--- src/rtl/l1_victim_writeback.sv ---
// Victim eviction engine for the 4-way L1 D-cache.
// Ports: evict_* request/done handshake, arr_rd_* array read, mem_aw*/w*/b* write burst.
module l1_victim_writeback #(
   parameter int INDEX_W = 4,
   parameter int WAY_W   = 2,
   parameter int ADDR_W  = 32,
   parameter int LINE_W  = 128,
   parameter int BEAT_W  = 32,
   parameter int TAG_W   = ADDR_W - INDEX_W - 4
) (
   input  logic               clk_i,
   input  logic               rst_ni,
   input  logic               evict_req_i,
   output logic               evict_rdy_o,
   input  logic [INDEX_W-1:0] evict_index_i,
   input  logic [WAY_W-1:0]   victim_way_i,
   output logic               arr_rd_en_o,
   output logic [INDEX_W-1:0] arr_rd_index_o,
   output logic [WAY_W-1:0]   arr_rd_way_o,
   input  logic [LINE_W-1:0]  arr_rd_data_i,
   input  logic [TAG_W-1:0]   arr_rd_tag_i,
   input  logic               arr_rd_vld_i,
   input  logic               arr_rd_dirty_i,
   output logic               mem_awvalid_o,
   input  logic               mem_awready_i,
   output logic [ADDR_W-1:0]  mem_awaddr_o,
   output logic               mem_wvalid_o,
   input  logic               mem_wready_i,
   output logic [BEAT_W-1:0]  mem_wdata_o,
   output logic               mem_wlast_o,
   input  logic               mem_bvalid_i,
   input  logic               mem_berr_i,
   output logic               evict_done_o,
   output logic               evict_wb_o,
   output logic               evict_err_o,
   output logic [WAY_W-1:0]   evict_way_o,
   output logic [INDEX_W-1:0] evict_index_o
);

   localparam int BEATS = LINE_W / BEAT_W;
   localparam int CNT_W = $clog2(BEATS);
   localparam logic [CNT_W-1:0] LAST_BEAT = CNT_W'(BEATS - 1);

   typedef enum logic [2:0] {
      IDLE, READ, CAPT, ADDR, DATA, RESP, DONE
   } state_t;

   state_t state_q, state_d;

   logic [INDEX_W-1:0]             index_q;
   logic [WAY_W-1:0]               way_q;
   logic [TAG_W-1:0]               tag_q;
   logic [BEATS-1:0][BEAT_W-1:0]   line_q;
   logic [CNT_W-1:0]               beat_q;
   logic                           wb_q;
   logic                           err_q;

   always_ff @(posedge clk_i or negedge rst_ni) begin
      if (!rst_ni) state_q <= IDLE;
      else         state_q <= state_d;
   end

   always_comb begin
      state_d = state_q;
      unique case (state_q)
         IDLE: if (evict_req_i) state_d = READ;
         READ: state_d = CAPT;
         CAPT: state_d = (arr_rd_vld_i & arr_rd_dirty_i) ? ADDR : DONE;
         ADDR: if (mem_awready_i) state_d = DATA;
         DATA: if (mem_wready_i && beat_q == LAST_BEAT) state_d = RESP;
         RESP: if (mem_bvalid_i) state_d = DONE;
         DONE: state_d = IDLE;
         default: state_d = IDLE;
      endcase
   end

   always_ff @(posedge clk_i or negedge rst_ni) begin
      if (!rst_ni) begin
         index_q <= '0;
         way_q   <= '0;
         tag_q   <= '0;
         line_q  <= '0;
         beat_q  <= '0;
         wb_q    <= 1'b0;
         err_q   <= 1'b0;
      end else begin
         if (state_q == IDLE && evict_req_i) begin
            index_q <= evict_index_i;
            way_q   <= victim_way_i;
         end
         if (state_q == CAPT) begin
            line_q <= arr_rd_data_i;
            tag_q  <= arr_rd_tag_i;
            wb_q   <= arr_rd_vld_i & arr_rd_dirty_i;
            err_q  <= 1'b0;
         end
         if (state_q == ADDR && mem_awready_i) beat_q <= '0;
         if (state_q == DATA && mem_wready_i) beat_q <= beat_q + 1'b1;
         // bvalid outside RESP is a protocol violation and is dropped
         if (state_q == RESP && mem_bvalid_i) err_q <= mem_berr_i;
      end
   end

   always_comb begin
      evict_rdy_o    = 1'b0;
      arr_rd_en_o    = 1'b0;
      arr_rd_index_o = '0;
      arr_rd_way_o   = '0;
      mem_awvalid_o  = 1'b0;
      mem_awaddr_o   = '0;
      mem_wvalid_o   = 1'b0;
      mem_wdata_o    = '0;
      mem_wlast_o    = 1'b0;
      evict_done_o   = 1'b0;
      evict_wb_o     = 1'b0;
      evict_err_o    = 1'b0;
      unique case (state_q)
         IDLE: evict_rdy_o = 1'b1;
         READ: begin
            arr_rd_en_o    = 1'b1;
            arr_rd_index_o = index_q;
            arr_rd_way_o   = way_q;
         end
         ADDR: begin
            mem_awvalid_o = 1'b1;
            mem_awaddr_o  = {tag_q, index_q, 4'b0000};
         end
         DATA: begin
            mem_wvalid_o = 1'b1;
            mem_wdata_o  = line_q[beat_q];
            mem_wlast_o  = (beat_q == LAST_BEAT);
         end
         DONE: begin
            evict_done_o = 1'b1;
            evict_wb_o   = wb_q;
            evict_err_o  = err_q;
         end
         default: ;
      endcase
   end

   assign evict_way_o   = way_q;
   assign evict_index_o = index_q;

endmodule

--- config.mk ---
export PLATFORM = sky130hd
export DESIGN_NAME = l1_victim_writeback
export DESIGN_NICKNAME = d
export VERILOG_FILES = /design/src/rtl/l1_victim_writeback.sv
export SDC_FILE = /design/constraint.sdc
export NUM_CORES = 1
export LEC_CHECK = 0
export ABC_AREA = 1
export BUFFER_PORTS_ARGS = -buffer_cell sky130_fd_sc_hd__buf_2
export CAP_MARGIN = 20
export CORE_UTILIZATION = 25
export CTS_CLUSTER_DIAMETER = 30
export CTS_CLUSTER_SIZE = 40
export DETAILED_ROUTE_END_ITERATION = 16
export PLACE_DENSITY_LB_ADDON = 0.1
export SYNTH_ARGS = -nofsm -noshare
export SYNTH_HDL_FRONTEND = slang
export SYNTH_SLANG_ARGS = --single-unit
--- constraint.sdc ---
create_clock -name clk_i -period 1.8 [get_ports clk_i]
set_clock_uncertainty 0.2 [all_clocks]
set_input_delay 0.36 -clock clk_i [delete_from_list [all_inputs] [get_ports clk_i]]
set_output_delay 0.36 -clock clk_i [all_outputs]
set_load 0.005 [all_outputs]
Word-level counts from Yosys, hierarchy flattened. Cells that the tools add are included.

Add/subtract/negate cells: 1. $lt $le $gt $ge: 1. Eq/ne operators: 11. Multiplexer cells: 24. Bitwise gates (word level): 1. Reduce and logical (&&, ||, !) cells: 9.

Operators by type and width (count): 32-bit 2-to-1 mux (3); 32-bit binary-select mux with 2-bit select (1); 3-bit one-hot mux with 6 select lines (1); 3-bit 2-to-1 mux (5); 1-bit 2-to-1 mux (10); 3-bit equality test (second input constant) (3); 2-bit inequality test (second input constant) (4); 3-bit by 2-bit equality test with 1-bit output (second input constant) (2); 2-bit 2-to-1 mux (3); 1-bit logical AND (5); 4-bit 2-to-1 mux (1); 4-bit AND reduction (1); 2-bit nonzero test (2); 3-bit by 1-bit equality test with 1-bit output (second input constant) (1); 3-bit logical NOT (1); 2-bit by 3-bit less-than comparator with 1-bit output (second input constant) (1); 2-bit by 1-bit adder with 2-bit output (second input constant) (1); 2-bit equality test (second input constant) (1); 1-bit AND (1).

Bits in registers: 165. Bits of input ports: 167. Word-level logic and storage cells: 58.

Longest topological paths before layout. Gate-level depths: netlist of run 1.

Word-level depth: 4. Depth in mapped cells: 7. Mapped depth without buffers: 7.

Least setup slack after synthesis of run 1. Ideal clock, no wire load.

Path type: register -> output. Start point: reg state_q[2]. End point: out mem_awaddr_o[10]. Arrival time: 1197 ps. Required time: 1240 ps. Slack: 43 ps. Stages on the path, launching flop included: 6. Path buffers: 2. Cells stage by stage: dfrtp_1 -> buf_2 -> nor2_1 -> inv_2 -> buf_1 -> nor2_1.

Word-level cells in the longest chain between the ends: 2.

RTL lines: start, declared (RTL line 48) `state_t state_q, state_d;`; start signal, assigned (RTL line 60) `else state_q <= state_d;`; 3-bit by 2-bit equality test with 1-bit output (RTL line 117) `unique case (state_q)`; 32-bit 2-to-1 mux (RTL line 117); end, declared (RTL line 26) `output logic [ADDR_W-1:0] mem_awaddr_o,`.

Every way passes these cells.

Worst setup path after layout of run 1.
Start point: reg beat_q[0]. End point: out mem_wdata_o[2].

Word-level cells in the longest chain between the ends: 3.

RTL lines: start, declared (RTL line 54) `logic [CNT_W-1:0] beat_q;`; start signal, assigned (RTL line 98) `if (state_q == DATA && mem_wready_i) beat_q <= beat_q + 1'b1;`; 32-bit binary-select mux with 2-bit select (RTL line 130) `mem_wdata_o = line_q[beat_q];`; 32-bit 2-to-1 mux (not written as such) (RTL line 130); 32-bit 2-to-1 mux (RTL line 117); end, declared (RTL line 29) `output logic [BEAT_W-1:0] mem_wdata_o,`.

Every way passes these cells. The select of a mux whose other input is x is not followed.

==> flow_summary.yaml, run 1 <==
global_route:
  antenna_found_initial: 1
  grt_usage_pct: 17.6
  grt_pass1_wl_um: 42100
  overflow: 0
  grt_max_degree: 66
  grt_pass1_vias: 7929
floorplanning:
  dieWidth_um: 177
  ios: 251
  initial_core_util_pct: 25.6
  dieArea_um2: 31200
  num_rows: 63
  core_um2: 29800
  die_y_um: 177
synthesis:
  synth_warnings: 0
  syn_area_um2: 7630
  synthTopCellsByCount: "nand2_1 (425), nor2_1 (181), dfrtp_1 (165), o21ai_0 (93), inv_1 (45)"
  ys_top_cells_by_area: "dfrtp_1 (54%), nand2_1 (21%), nor2_1 (8.9%)"
  ys_types: 17
  synth-edff-count: 0
  syn_inst: 1029
  avgSynthCellArea_um2: 7.42
  synth_seq_cells: 165
  ys_seq_area_share_pct: 54.1
  synthArstFlopShare_pct: 100
  synth_top_flop_cell: "dfrtp_1"
  synth_top_area_cell: "dfrtp_1"
  yosysMostFrequentCell: "nand2_1"
  synth_top_area_share_pct: 54.1
placement:
  dp_hpwl_um: 17600
  gp_congestion: 0.786
  pre_cts_ws_ns: -0.0653
  port_buffers: 246
clock_tree:
  clk_path_buf_depth: 2
  clkTransAtPathRegs_ns: 0.07
  cts_tree: "yes"
  cts_inserted_buffers: 17
  clk_latency_ns: 0.43
  htree_num_levels: 4
  cts_root_buf: "clkbuf_16"
  cts_sinks: 165
critical_path:
  ff2ff_path_depth: 10
  path_depth: 6
  crit_fanout: 12
  startpoint: "beat_q[0]$_DFFE_PN0P_"
  cp.buffers_inverters: 4
  rrSetupSlack_ns: -0.23
  r2r-end: "line_q[67]$_DFFE_PN0N_"
  critPathTopFamily: "buffers and inverters"
  endpoint: "mem_wdata_o[2]"
  worst_path_max_delay_cell: "dfrtp_2"
  worst_ep_arrival_time_ns: 1.75
  crit_chain: "buf_4, clkinv_8, buf_12, o21ai_1, a21oi_1, buf_2"
  startpoint_type: "flip-flop"
  endpoint_kind: "primary output"
  crit_path_max_incr_delay_ns: 0.44
  worstSetupPathType: "flip-flop to primary output"
  required_ns: 1.24
  r2r_start: "state_q[0]$_DFFE_PN0P_"
pwr:
  p_int_w: 0.0130
  peakVddDrop_mv: 0.811
  power_switching_w: 0.00877
  p_leak_nw: 7.26
  p_per_area_nw_per_um2: 1490
  p_sw_share_pct: 40.3
  finalPower_w: 0.0217
  pwr-share-comb_pct: 51.7
  sequentialPowerShare_pct: 31.9
  p_clk_share_pct: 16.4
routing:
  drc: 0
  postRouteAntennaNets: 0
  drt_iter0_drc: 330
  routed_via_density: 4.39
  first_pass_iters: 4
  routed-via-count: 8438
  wl_um: 32500
  detail_route.wl_per_cell_um: 16.9
status:
  violations: "negative setup slack"
  status: "finished, violations left"
sta:
  layout_setup_ws_ns: -0.513
  hold_violations: 0
  setup_viol: 230
  max_freq_mhz: 432
  drv_slew: 0
  period_needed_ns: 2.31
  grt_setup_unrepaired: "true"
  period_share_pct: 129
worst_hold_path:
  hold_class: "input port to flip-flop"
  hold_depth: 3
final_layout:
  layout-drive-gt1-share_pct: 44.1
  finalNetCount: 1688
  final_util_pct: 48.9
  syn2layout_area_growth_pct: 91.1
  n_antenna_cell: 0
  final.fill_count: 2964
flow_run:
  max-cap-violations: 0
flip-flops by register name (all words and copies together), names as in the netlist:
register	flops
err_q	1
evict_index_o	4
wb_q	1
evict_way_o	2
line_q	128
state_q	3
tag_q	24
beat_q	2
timing repair:
action | CTS | global route
endpoints found under the hold margin | 264 | 0
buffers inserted | 14 | 31
pin swaps | 12 | 64
setup endpoints to repair | 74 | 236
hold buffers | 159 | 0
resized for setup | 93 | 410
gates cloned | 5 | 35
per-layer routing:
metal  GRT usage, %  vias to the layer above  part of all wire [%]
met5              0                        -                 0.031
met4           3.48                        2                  0.91
met2           29.0                      217                    49
met3           4.32                       27                   4.3
li1               -                     4148                     -
met1           23.5                     4044                    46
power by group through the flow:
stage,logic [W],registers (W),clock network (W)
finish,0.0112,0.00693,0.00357
global route,0.0123,0.00714,0.00383
CTS,0.00846,0.00651,0.00369
global placement,0.00677,0.00653,0
floorplan,0.00404,0.00623,0
detailed placement,0.00682,0.00652,0
logic make-up (layout without fill, tap and decap cells):
family	after synthesis	after routing	share of synthesized area (%)
compound gates	134	134	8.82
fa+ha+maj	1	1	0.164
buf+inv	114	615	6.38
flops	165	165	54.1
other cells	1	4	0.0491
simple gates	614	614	30.5
area by class of cell:
class	instances	area (µm²)	share of cell area (%)
Clock buffer	19	443	3.04
Inverter	49	243	1.66
Clock inverter	13	118	0.807
Tap cell	390	488	3.35
Timing Repair Buffer	534	5050	34.6
Multi-Input combinational cell	753	4100	28.1
Sequential cell	165	4140	28.4
placed cells by master (no fill, tap or decap), types with 5 or more instances in the layout:
master / instances
nand2_2: 109
o21ai_2: 22
buf_6: 31
nor2_4: 25
buf_12: 34
buf_16: 9
clkbuf_16: 41
buf_4: 26
nor2_1: 128
nand2_4: 51
inv_6: 5
a21oi_1: 26
buf_2: 238
o21ai_1: 45
nor2_2: 28
inv_1: 37
nand2_1: 265
buf_8: 12
inv_4: 6
dlygate4sd3_1: 159
nand3_1: 5
dfrtp_2: 5
a21oi_2: 14
dfrtp_1: 160
o21ai_0: 26
how the worst min path moves through the flow:
stage / from / to / slack, ns
6_report: arr_rd_data_i[98] / line_q[98]$_DFFE_PN0N_ / 0.01
5_1_grt: mem_awready_i / state_q[1]$_DFFE_PN0P_ / 0.003
4_1_cts: mem_awready_i / state_q[1]$_DFFE_PN0P_ / 0.003
3_5_place_dp: rst_ni / line_q[103]$_DFFE_PN0N_ / 0.11
3_3_place_gp: rst_ni / line_q[103]$_DFFE_PN0N_ / 0.11
2_1_floorplan: rst_ni / beat_q[0]$_DFFE_PN0P_ / -0.14
tightest hold or removal path: cells and delay by family:
family        cells  cell delay, ns
buf+inv           1            0.10
simple gates      2            0.15
per-stage QoR:
step / instance area (µm²) / hold slack [ns] / cells / TNS (ns)
2_1_floorplan: 7640 / -0.136 / 1032 / 0
3_3_place_gp: 9750 / 0.113 / 1654 / -0.789
3_5_place_dp: 9750 / 0.111 / 1654 / -0.861
4_1_cts: 12400 / 0.00262 / 1863 / -41.77
5_1_grt: 14600 / 0.00254 / 1923 / -68.61
6_report: 14600 / 0.0144 / 1923 / -54.76
Note: power is estimated with default switching activity, not from simulation.
==> run 2: changes to the inputs <==
--- a/config.mk
+++ b/config.mk
@@ -12,7 +12,8 @@
 export CTS_CLUSTER_DIAMETER = 30
 export CTS_CLUSTER_SIZE = 40
 export DETAILED_ROUTE_END_ITERATION = 16
-export PLACE_DENSITY_LB_ADDON = 0.1
+export PLACE_DENSITY = 0.42
+export SETUP_SLACK_MARGIN = 0.5
 export SYNTH_ARGS = -nofsm -noshare
 export SYNTH_HDL_FRONTEND = slang
 export SYNTH_SLANG_ARGS = --single-unit
==> flow_summary.yaml, run 2 (synthesized netlist as in run 1, its figures left out) <==
sta:
  worstMarginPinSlew_ns: 0.561
  max_freq_mhz: 433
  period_needed_ns: 2.31
  grt_setup_unrepaired: "true"
  period_share_pct: 128
  fin_tns_setup_ns: -40.08
  hold_violations: 0
  drv_slew: 0
  layout_setup_ws_ns: -0.507
  setup_viol: 208
  max-slew-margin-rel_pct: 62.6
pwr:
  p_per_area_nw_per_um2: 1480
  peakVddDrop_mv: 0.804
  p_leak_nw: 7.54
  finalPower_w: 0.0220
worst_hold_path:
  hold_class: "input port to flip-flop"
  hold_depth: 3
  hold_path.startpoint: "mem_bvalid_i"
  hold_end: "err_q$_DFFE_PN0P_"
critical_path:
  rrSetupSlack_ns: -0.14
  worstSetupPathType: "flip-flop to primary output"
  crit_fanout: 9
  startpoint: "beat_q[0]$_DFFE_PN0P_"
  r2r-end: "tag_q[11]$_DFFE_PN0N_"
  required_ns: 1.24
  worst_ep_arrival_time_ns: 1.75
  ff2ff_path_depth: 9
  r2r_start: "state_q[2]$_DFFE_PN0P_"
  endpoint_kind: "primary output"
  startpoint_type: "flip-flop"
floorplanning:
  core_um2: 29800
  dieArea_um2: 31200
  ios: 251
  dieWidth_um: 177
  num_rows: 63
  initial_core_util_pct: 25.6
  die_y_um: 177
final_layout:
  finalNetCount: 1699
  fin_cells: 1936
  largest_reg_flops: 128
  final_util_pct: 50.0
  final_cell_mix: "nand2_1 (296), buf_2 (237), dlygate4sd3_1 (162)"
  syn2layout_area_growth_pct: 95.3
  layout-drive-gt1-share_pct: 43.5
  layout_commonest_cell: "nand2_1"
  top_register: "line_q"
global_route:
  antenna_found_initial: 2
  grt_pass1_vias: 8183
  grt_max_degree: 58
  overflow: 0
  grt_pass1_wl_um: 45300
  grt_usage_pct: 19.1
routing:
  drc: 0
  routed_via_density: 4.39
  drt_iter0_drc: 301
  first_pass_iters: 4
  wl_um: 32900
  postRouteAntennaNets: 0
  detail_route.wl_per_cell_um: 17.0
  routed-via-count: 8503
clock_tree:
  clkTransAtPathRegs_ns: 0.08
  cts_inserted_buffers: 17
  clk_path_buf_depth: 2
  cts_sinks: 165
  htree_num_levels: 4
  clk_latency_ns: 0.43
  cts_root_buf: "clkbuf_16"
  cts_tree: "yes"
placement:
  dp.cells: 1645
  pre_cts_ws_ns: -0.114
  dp_hpwl_um: 17300
  gp_congestion: 0.757
  port_buffers: 246
status:
  status: "finished, violations left"
  violations: "negative setup slack"
flow_run:
  max-cap-violations: 0
## run 2: changes by cell type in the layout (fill, tap and decap cells not counted), moves of 5 or more
| cell | change |
|---|---|
| clkbuf_16 | -6 |
| nand2_2 | -22 |
| nand2_1 | +31 |
| nand2_4 | -9 |
| buf_8 | -8 |
| a21oi_2 | +6 |
| o21ai_1 | -10 |
| o21ai_0 | -6 |
| a21oi_1 | -6 |
| inv_8 | +5 |
| o21ai_2 | +14 |
| buf_16 | +16 |
## run 2: how the worst max path moves through the flow
stage                           end  slack [ns]  cells past startpoint
finish               mem_wdata_o[6]       -0.51                      8
global route         mem_wdata_o[6]       -0.60                      8
CTS                 mem_wdata_o[12]       -0.52                      7
detailed placement   mem_wdata_o[3]       -0.11                      5
global placement     mem_wdata_o[3]       -0.09                      5
floorplan           mem_wdata_o[23]        0.24                      6
## run 2: final cells by class
cell class	count	area [µm²]
Timing Repair inverter	2	31.3
Sequential cell	165	4140
Clock buffer	17	425
Multi-Input combinational cell	753	4050
Clock inverter	15	208
Timing Repair Buffer	543	5300
Fill cell	2869	14900
Tap cell	390	488
Antenna cell	2	5.00
Inverter	49	253
## run 2: power by group
group          internal (W)  total [W]  leakage, nW  switching (W)
Clock               0.00215    0.00400        0.307        0.00186
Sequential          0.00555    0.00675         2.00        0.00120
Combinational       0.00553     0.0113         5.24        0.00574
Total                0.0132     0.0220         7.54        0.00880
## run 2: worst max-delay path, stage by stage (launching register included)
cell,delay [ns]
dfrtp_2,0.41
buf_12,0.15
buf_12,0.13
clkbuf_16,0.17
nor2_2,0.10
nor2_1,0.04
o21ai_1,0.09
a21oi_1,0.09
buf_2,0.13
## run 2: stage by stage
| step | hold WS, ns | area [µm²] |
|---|---|---|
| final | 0.0541 | 14900 |
| after global routing | 0.0442 | 14900 |
| after CTS | 0.00731 | 13300 |
| after detailed placement | 0.158 | 9840 |
| after global placement | 0.165 | 9840 |
| after floorplan | -0.136 | 8080 |
## run 2: metal layers
metal | share of wire (%) | track usage, %
met1 | 46 | 25.4
met5 | 0 | 0
met4 | 0.90 | 4.02
met3 | 3.3 | 3.65
met2 | 50 | 32.0
## run 2: timing repair
action,in CTS,in global routing
endpoints found under the setup margin,245,245
cloned,20,24
pin swaps,32,69
endpoints found under the hold margin,192,0
hold buffers,162,0
setup buffers,26,25
resized for setup,147,275
